## src/rtl/crossing_gate_sequencer.sv

```systemverilog
// Level-crossing gate sequencer: a Moore FSM that runs warning, lowering, clear-delay and raising
// from the track occupancy flags, and supervises the limit switches with a movement timeout.
`timescale 1ns/1ps
module crossing_gate_sequencer #(
    parameter int WARN_CYC  = 8,
    parameter int CLEAR_CYC = 4,
    parameter int MOVE_TMO  = 16,
    parameter int TW        = 8
) (
    input  logic       Clk,
    input  logic       Reset,
    input  logic [1:0] occ,
    input  logic       limit_closed,
    input  logic       limit_open,
    input  logic       fault_clr,
    output logic       warn_light,
    output logic       motor_down,
    output logic       motor_up,
    output logic       gate_open,
    output logic       fault,
    output logic [2:0] state,
    output logic [7:0] close_count
);

    localparam logic [2:0] S_OPEN    = 3'd0;
    localparam logic [2:0] S_WARN    = 3'd1;
    localparam logic [2:0] S_CLOSING = 3'd2;
    localparam logic [2:0] S_CLOSED  = 3'd3;
    localparam logic [2:0] S_HOLD    = 3'd4;
    localparam logic [2:0] S_OPENING = 3'd5;
    localparam logic [2:0] S_FAULT   = 3'd6;

    localparam logic [TW-1:0] WARN_LAST  = TW'(WARN_CYC - 1);
    localparam logic [TW-1:0] CLEAR_LAST = TW'(CLEAR_CYC - 1);
    localparam logic [TW-1:0] MOVE_LAST  = TW'(MOVE_TMO - 1);

    logic [2:0]    r_state;
    logic [2:0]    w_nextState;
    logic [TW-1:0] r_timer;
    logic [7:0]    r_closeCount;
    logic          w_any;
    logic          w_conflict;
    logic          w_closeDone;

    assign w_any      = |occ;
    assign w_conflict = limit_closed & limit_open;

    // Sensor conflict outranks everything while moving; reversal outranks reaching the open limit.
    always_comb begin
        w_nextState = r_state;
        w_closeDone = 1'b0;
        case (r_state)
            S_OPEN: begin
                if (w_any) w_nextState = S_WARN;
            end
            S_WARN: begin
                if (r_timer == WARN_LAST) w_nextState = S_CLOSING;
            end
            S_CLOSING: begin
                if (w_conflict) begin
                    w_nextState = S_FAULT;
                end else if (limit_closed) begin
                    w_nextState = S_CLOSED;
                    w_closeDone = 1'b1;
                end else if (r_timer == MOVE_LAST) begin
                    w_nextState = S_FAULT;
                end
            end
            S_CLOSED: begin
                if (!w_any) w_nextState = S_HOLD;
            end
            S_HOLD: begin
                if (w_any) w_nextState = S_CLOSED;
                else if (r_timer == CLEAR_LAST) w_nextState = S_OPENING;
            end
            S_OPENING: begin
                if (w_conflict) w_nextState = S_FAULT;
                else if (w_any) w_nextState = S_CLOSING;
                else if (limit_open) w_nextState = S_OPEN;
                else if (r_timer == MOVE_LAST) w_nextState = S_FAULT;
            end
            S_FAULT: begin
                if (fault_clr) w_nextState = w_any ? S_CLOSING : S_OPENING;
            end
            default: w_nextState = S_FAULT;
        endcase
    end

    // The timer restarts on any state change, so "timer == N-1" means N cycles spent in the state.
    always_ff @(posedge Clk or posedge Reset) begin
        if (Reset) begin
            r_state      <= S_OPEN;
            r_timer      <= '0;
            r_closeCount <= 8'd0;
        end else begin
            r_state <= w_nextState;
            if (w_nextState != r_state) r_timer <= '0;
            else                        r_timer <= r_timer + 1'b1;
            if (w_closeDone) r_closeCount <= r_closeCount + 8'd1;
        end
    end

    assign state       = r_state;
    assign close_count = r_closeCount;
    assign gate_open   = (r_state == S_OPEN);
    assign warn_light  = (r_state != S_OPEN);
    assign motor_down  = (r_state == S_CLOSING);
    assign motor_up    = (r_state == S_OPENING);
    assign fault       = (r_state == S_FAULT);

endmodule

```

## config.mk

```make
export PLATFORM = sky130hd
export DESIGN_NAME = crossing_gate_sequencer
export DESIGN_NICKNAME = d
export VERILOG_FILES = /design/src/rtl/crossing_gate_sequencer.sv
export SDC_FILE = /design/constraint.sdc
export NUM_CORES = 1
export LEC_CHECK = 0
export CAP_MARGIN = 20
export CORE_MARGIN = 3
export CORE_UTILIZATION = 55
export CTS_BUF_LIST = sky130_fd_sc_hd__clkbuf_4
export CTS_CLUSTER_DIAMETER = 150
export DETAILED_ROUTE_END_ITERATION = 12
export PLACE_DENSITY = 0.89
export SYNTH_ARGS = -nofsm -noshare
export SYNTH_HDL_FRONTEND = slang
export SYNTH_SLANG_ARGS = --single-unit
```

## constraint.sdc

```tcl
create_clock -name Clk -period 3.3 [get_ports Clk]
set_clock_uncertainty 0.1 [all_clocks]
set_input_delay 0.66 -clock Clk [delete_from_list [all_inputs] [get_ports Clk]]
set_output_delay 0.66 -clock Clk [all_outputs]
set_load 0.01 [all_outputs]
```

==> metrics list <==
- The analysis attributes to net switching a power of 0.420 mW.
* Total power: 1.02 mW
- In this run the most critical hold path is launched from r_timer[0]$_DFF_PP0_.
* Final hold vios: 0
- Post-route setup TNS: 0 ps
* Combinational family with the most area after synthesis: simple AND/OR/NAND/NOR gates
* Simple-gate portion of the synthesized area: 0.262
- Capture point of the worst reg-to-reg path: r_timer[7]$_DFF_PP0_
- Starting density of the core: 0.621
- The share of total power dissipated in the clock network is 0.121.
- The first global-routing pass estimated 4.19 mm of wire.
- Drt pass-1 iters: 4
- Entering global routing, the biggest net connects 20 pins.
- GR Util met1: 0.261
- For this block, the routed nets add up to 2.53 mm of wire.
* Number of storage elements in the synthesis netlist: 19
- Of the available clock period, the critical path in the final layout requires 0.816.
- Total number of H-tree levels: 1
- Registers take 475 um^2.
- Setup repair after global routing left no endpoint under its margin.
* Largest fanout on the critical path: 17
* Clock Tree Buf Depth: 2
- The die covers 0.00266 mm^2.
- First-iteration detailed-routing DRC count: 22
- Worst hold path stage count: 1
- Input and output buffers added on the ports amount to 22.
- Data arrives at the worst endpoint at 1930 ps.
- The share of the Yosys chip area taken by registers is 0.416.
- Fraction of layout instances using a drive strength above 1: 0.0851
- Setup Crit Path Kind: flop to primary output
- Number of antenna violations at the first check in global routing: 0
- The worst setup path is launched from a flop.
* Number of distinct library cell variants in the gate-level netlist after synthesis: 43
- A synthesized cell averages approximately 9.7 um^2.
- Number of buffers created by CTS: 3
- Of the total synthesized cell area, the portion taken by XOR and XNOR cells is 0.0997.
* Launch instance of the worst register-to-register path: state[2]$_DFF_PP0_
* Overall routing resource usage: 0.208
- Net count of the mapped netlist: 127
* Worst Path Required: between 2000 and 3000 ps
- Number of design rule violations left after detail routing: 0
* Netlist area before placement: 0.00114 mm^2
* Diodes inserted: 0
- Worst hold path endpoint: r_timer[0]$_DFF_PP0_
* Count of standard-cell rows: 15
- The share of the synthesized area in compound gates (AO/OA/AOI/OAI) was 0.137.
* Post-Synth Adder-Cell Area: 0.0219
- Core ar.: 0.00184 mm^2
* Number of cells on the worst reg-to-reg path: 5
- Total number of vias: between 900 and 1000
- Via count of the first global-routing pass: 910
- Most used routing layer: met2
- Met2 demand-to-capacity share in global routing: 0.352
- Met3 layer usage reported by global route: 0.0516
* Total of endpoints with negative setup slack in the final report: 0
- Max-slew headroom at the worst pin: 0.522
- CTS Root Buffer Type: sky130_fd_sc_hd__clkbuf_4
* Number of buffers added to fix hold violations after cts: 0
- From bottom edge to top edge, the die measures 51.6 um.
- Top-level port count: 23
* Post-synthesis mux area share: 0.0307
- Number of pins with negative max-slew slack in the final report: 0
- Fill cells in the final layout number between 100 and 150.
- Setup slack of the worst register-to-register path: 1070 ps
- The total overflow left after global routing is 0.
- The number of setup buffers added after CTS is 0.
* HPWL after DPL: between 1.5 and 2 mm
* Internal cell power: 0.600 mW
- Peak clock frequency supported by timing: 0.371 GHz
- Of the total power, registers draw 0.382.
* Max-cap violation count: 0
- In this run, post-CTS repair resized a total of 0 instances.
* Mean routed wirelength per cell: 15.2 um
* Gp weighted congestion: 0.907
* Layout area overhead: 23.7%
* Final #Nets: 151
- Count of mapped cells out of synthesis: 118
* Crit path time final: 2690 ps
- TritonCTS built the clock tree.
- Number of cells after detailed placement: 162
* Post-detailed-route count of antenna-violating nets: 0
- The worst setup path is captured at a primary output.
- Layout Cells excl Fill: 166
- Across the VDD grid, the largest voltage drop is 440 uV.
* Total number of yosys warnings: 0
* Horizontal die dimension: 51.6 um
* Clock latency on the worst-skew pair: 290 ps
* Tightest Hold Check Type: flop to flop
- Clock tree synthesis found a total of 19 sinks.
* Static leakage: between 0.5 and 0.6 nW
* Least-Margin Pin Slew: 716 ps
- Of the total power, combinational logic draws 0.496.
- The run finished with clean final reports.
- In this run the power density over the cells is 722 mW/mm^2.
- The multi-input combinational cells in the finished layout cover a total of roughly 630 um^2.
* DR vias/cell: 6.02
- Worst-path clk slew: 110 ps
- Switching share of power: 0.412
critical path: stages (launching register included):
cell	delay (ps)
sky130_fd_sc_hd__dfrtp_1	560
sky130_fd_sc_hd__or3_1	470
sky130_fd_sc_hd__inv_1	70
sky130_fd_sc_hd__clkdlybuf4s50_1	530
cells in the final DEF (no fill, tap or decap), types with 3 or more instances in the layout:
cell / Yosys / routed
sky130_fd_sc_hd__nor2b_1: 3 / 3
sky130_fd_sc_hd__xor2_1: 4 / 4
sky130_fd_sc_hd__clkbuf_4: 0 / 4
sky130_fd_sc_hd__a31oi_1: 3 / 3
sky130_fd_sc_hd__inv_1: 5 / 5
sky130_fd_sc_hd__clkdlybuf4s50_1: 0 / 22
sky130_fd_sc_hd__dfrtp_1: 19 / 19
sky130_fd_sc_hd__nor2_1: 8 / 8
sky130_fd_sc_hd__nor3_1: 8 / 8
sky130_fd_sc_hd__nand4_1: 4 / 4
sky130_fd_sc_hd__nand2b_1: 4 / 4
sky130_fd_sc_hd__nand2_1: 9 / 9
sky130_fd_sc_hd__xnor2_1: 9 / 9
sky130_fd_sc_hd__o21ai_0: 3 / 3
sky130_fd_sc_hd__nand3_1: 5 / 5
registers in the layout (all words and copies together), names as in the netlist:
signal / cells
close_count: 8
r_timer: 8
state: 3
power by group through the flow:
stage / Sequential, mW / Clock (mW) / Combinational, mW
2_1_floorplan: 0.354 / 0 / 0.337
3_3_place_gp: 0.387 / 0 / 0.486
3_5_place_dp: 0.392 / 0 / 0.511
4_1_cts: 0.388 / 0.125 / 0.513
5_1_grt: 0.404 / 0.134 / 0.558
6_report: 0.390 / 0.124 / 0.507
cells by family after synthesis:
logic type      after synthesis
fa+ha+maj                     2
compound gates               19
flops                        19
mux                           3
buf+inv                       9
xor+xnor                     13
simple gates                 53
through the flow:
step,utilization,hold slack [ps],area [um^2],setup WS [ps]
3_5_place_dp,0.752,375,1380,469
4_1_cts,0.768,389,1410,620
2_1_floorplan,-,344,1140,1190
3_3_place_gp,0.752,360,1380,604
5_1_grt,0.768,410,1410,529
6_report,0.768,387,1410,607
metal layers:
layer,up-vias,wire length [um]
met5,-,0
met1,486,1040
met2,31,1310
met4,0,59
met3,8,123
li1,474,-
how the worst max path moves through the flow:
stage                             startpoint                    to  slack (ps)
after global routing      state[0]$_DFF_PP0_             gate_open         530
after detailed placement              occ[1]  r_timer[7]$_DFF_PP0_         470
after CTS                 state[0]$_DFF_PP0_             gate_open         620
after global placement                occ[1]  r_timer[5]$_DFF_PP0_         600
after floorplan                       occ[1]  r_timer[2]$_DFF_PP0_        1190
final                     state[0]$_DFF_PP0_             gate_open         610
synth_stat cells:
master	n	area, um^2
sky130_fd_sc_hd__or4b_1	1	10.0
sky130_fd_sc_hd__a21bo_2	1	10.0
sky130_fd_sc_hd__dfrtp_1	19	475
sky130_fd_sc_hd__nand2_1	9	33.8
sky130_fd_sc_hd__buf_2	2	10.0
sky130_fd_sc_hd__a32o_1	1	10.0
sky130_fd_sc_hd__nor3b_1	1	7.51
sky130_fd_sc_hd__a21o_1	1	7.51
sky130_fd_sc_hd__and2_1	1	6.26
sky130_fd_sc_hd__and3_1	2	12.5
sky130_fd_sc_hd__xnor2_1	9	78.8
sky130_fd_sc_hd__and3b_1	1	8.76
sky130_fd_sc_hd__or2_2	1	6.26
sky130_fd_sc_hd__o32ai_1	1	8.76
sky130_fd_sc_hd__o31a_1	1	8.76
sky130_fd_sc_hd__a21oi_1	1	5.00
sky130_fd_sc_hd__nand4_1	4	25.0
sky130_fd_sc_hd__o211ai_1	2	15.0
sky130_fd_sc_hd__xor2_1	4	35.0
sky130_fd_sc_hd__nor4_4	1	21.3
sky130_fd_sc_hd__a22oi_1	1	7.51
sky130_fd_sc_hd__clkbuf_1	1	3.75
sky130_fd_sc_hd__or3_1	1	6.26
sky130_fd_sc_hd__nand2_2	1	6.26
sky130_fd_sc_hd__nand4b_1	1	8.76
sky130_fd_sc_hd__o2111ai_1	1	8.76
sky130_fd_sc_hd__nor2b_1	3	18.8
sky130_fd_sc_hd__nor3_1	8	40.0
sky130_fd_sc_hd__ha_1	2	25.0
sky130_fd_sc_hd__mux2_2	1	11.3
sky130_fd_sc_hd__clkbuf_2	1	5.00
sky130_fd_sc_hd__a221oi_4	1	26.3
sky130_fd_sc_hd__a41oi_1	1	8.76
sky130_fd_sc_hd__nand3_1	5	25.0
sky130_fd_sc_hd__nand3b_1	1	7.51
sky130_fd_sc_hd__a31oi_1	3	18.8
sky130_fd_sc_hd__o21ai_0	3	15.0
sky130_fd_sc_hd__mux2i_2	1	13.8
sky130_fd_sc_hd__mux2i_1	1	10.0
sky130_fd_sc_hd__o22ai_1	1	6.26
sky130_fd_sc_hd__inv_1	5	18.8
sky130_fd_sc_hd__nor2_1	8	30.0
sky130_fd_sc_hd__nand2b_1	4	25.0
final cells by class:
| cell class | count | area share |
|---|---|---|
| tap | 25 | 0.0221 |
| sequential | 19 | 0.337 |
| clock buffer | 4 | 0.0213 |
| multi-input combinational | 90 | 0.446 |
| inverter | 5 | 0.0133 |
| timing repair buffer | 23 | 0.161 |
Note: power is estimated with default switching activity, not from simulation.
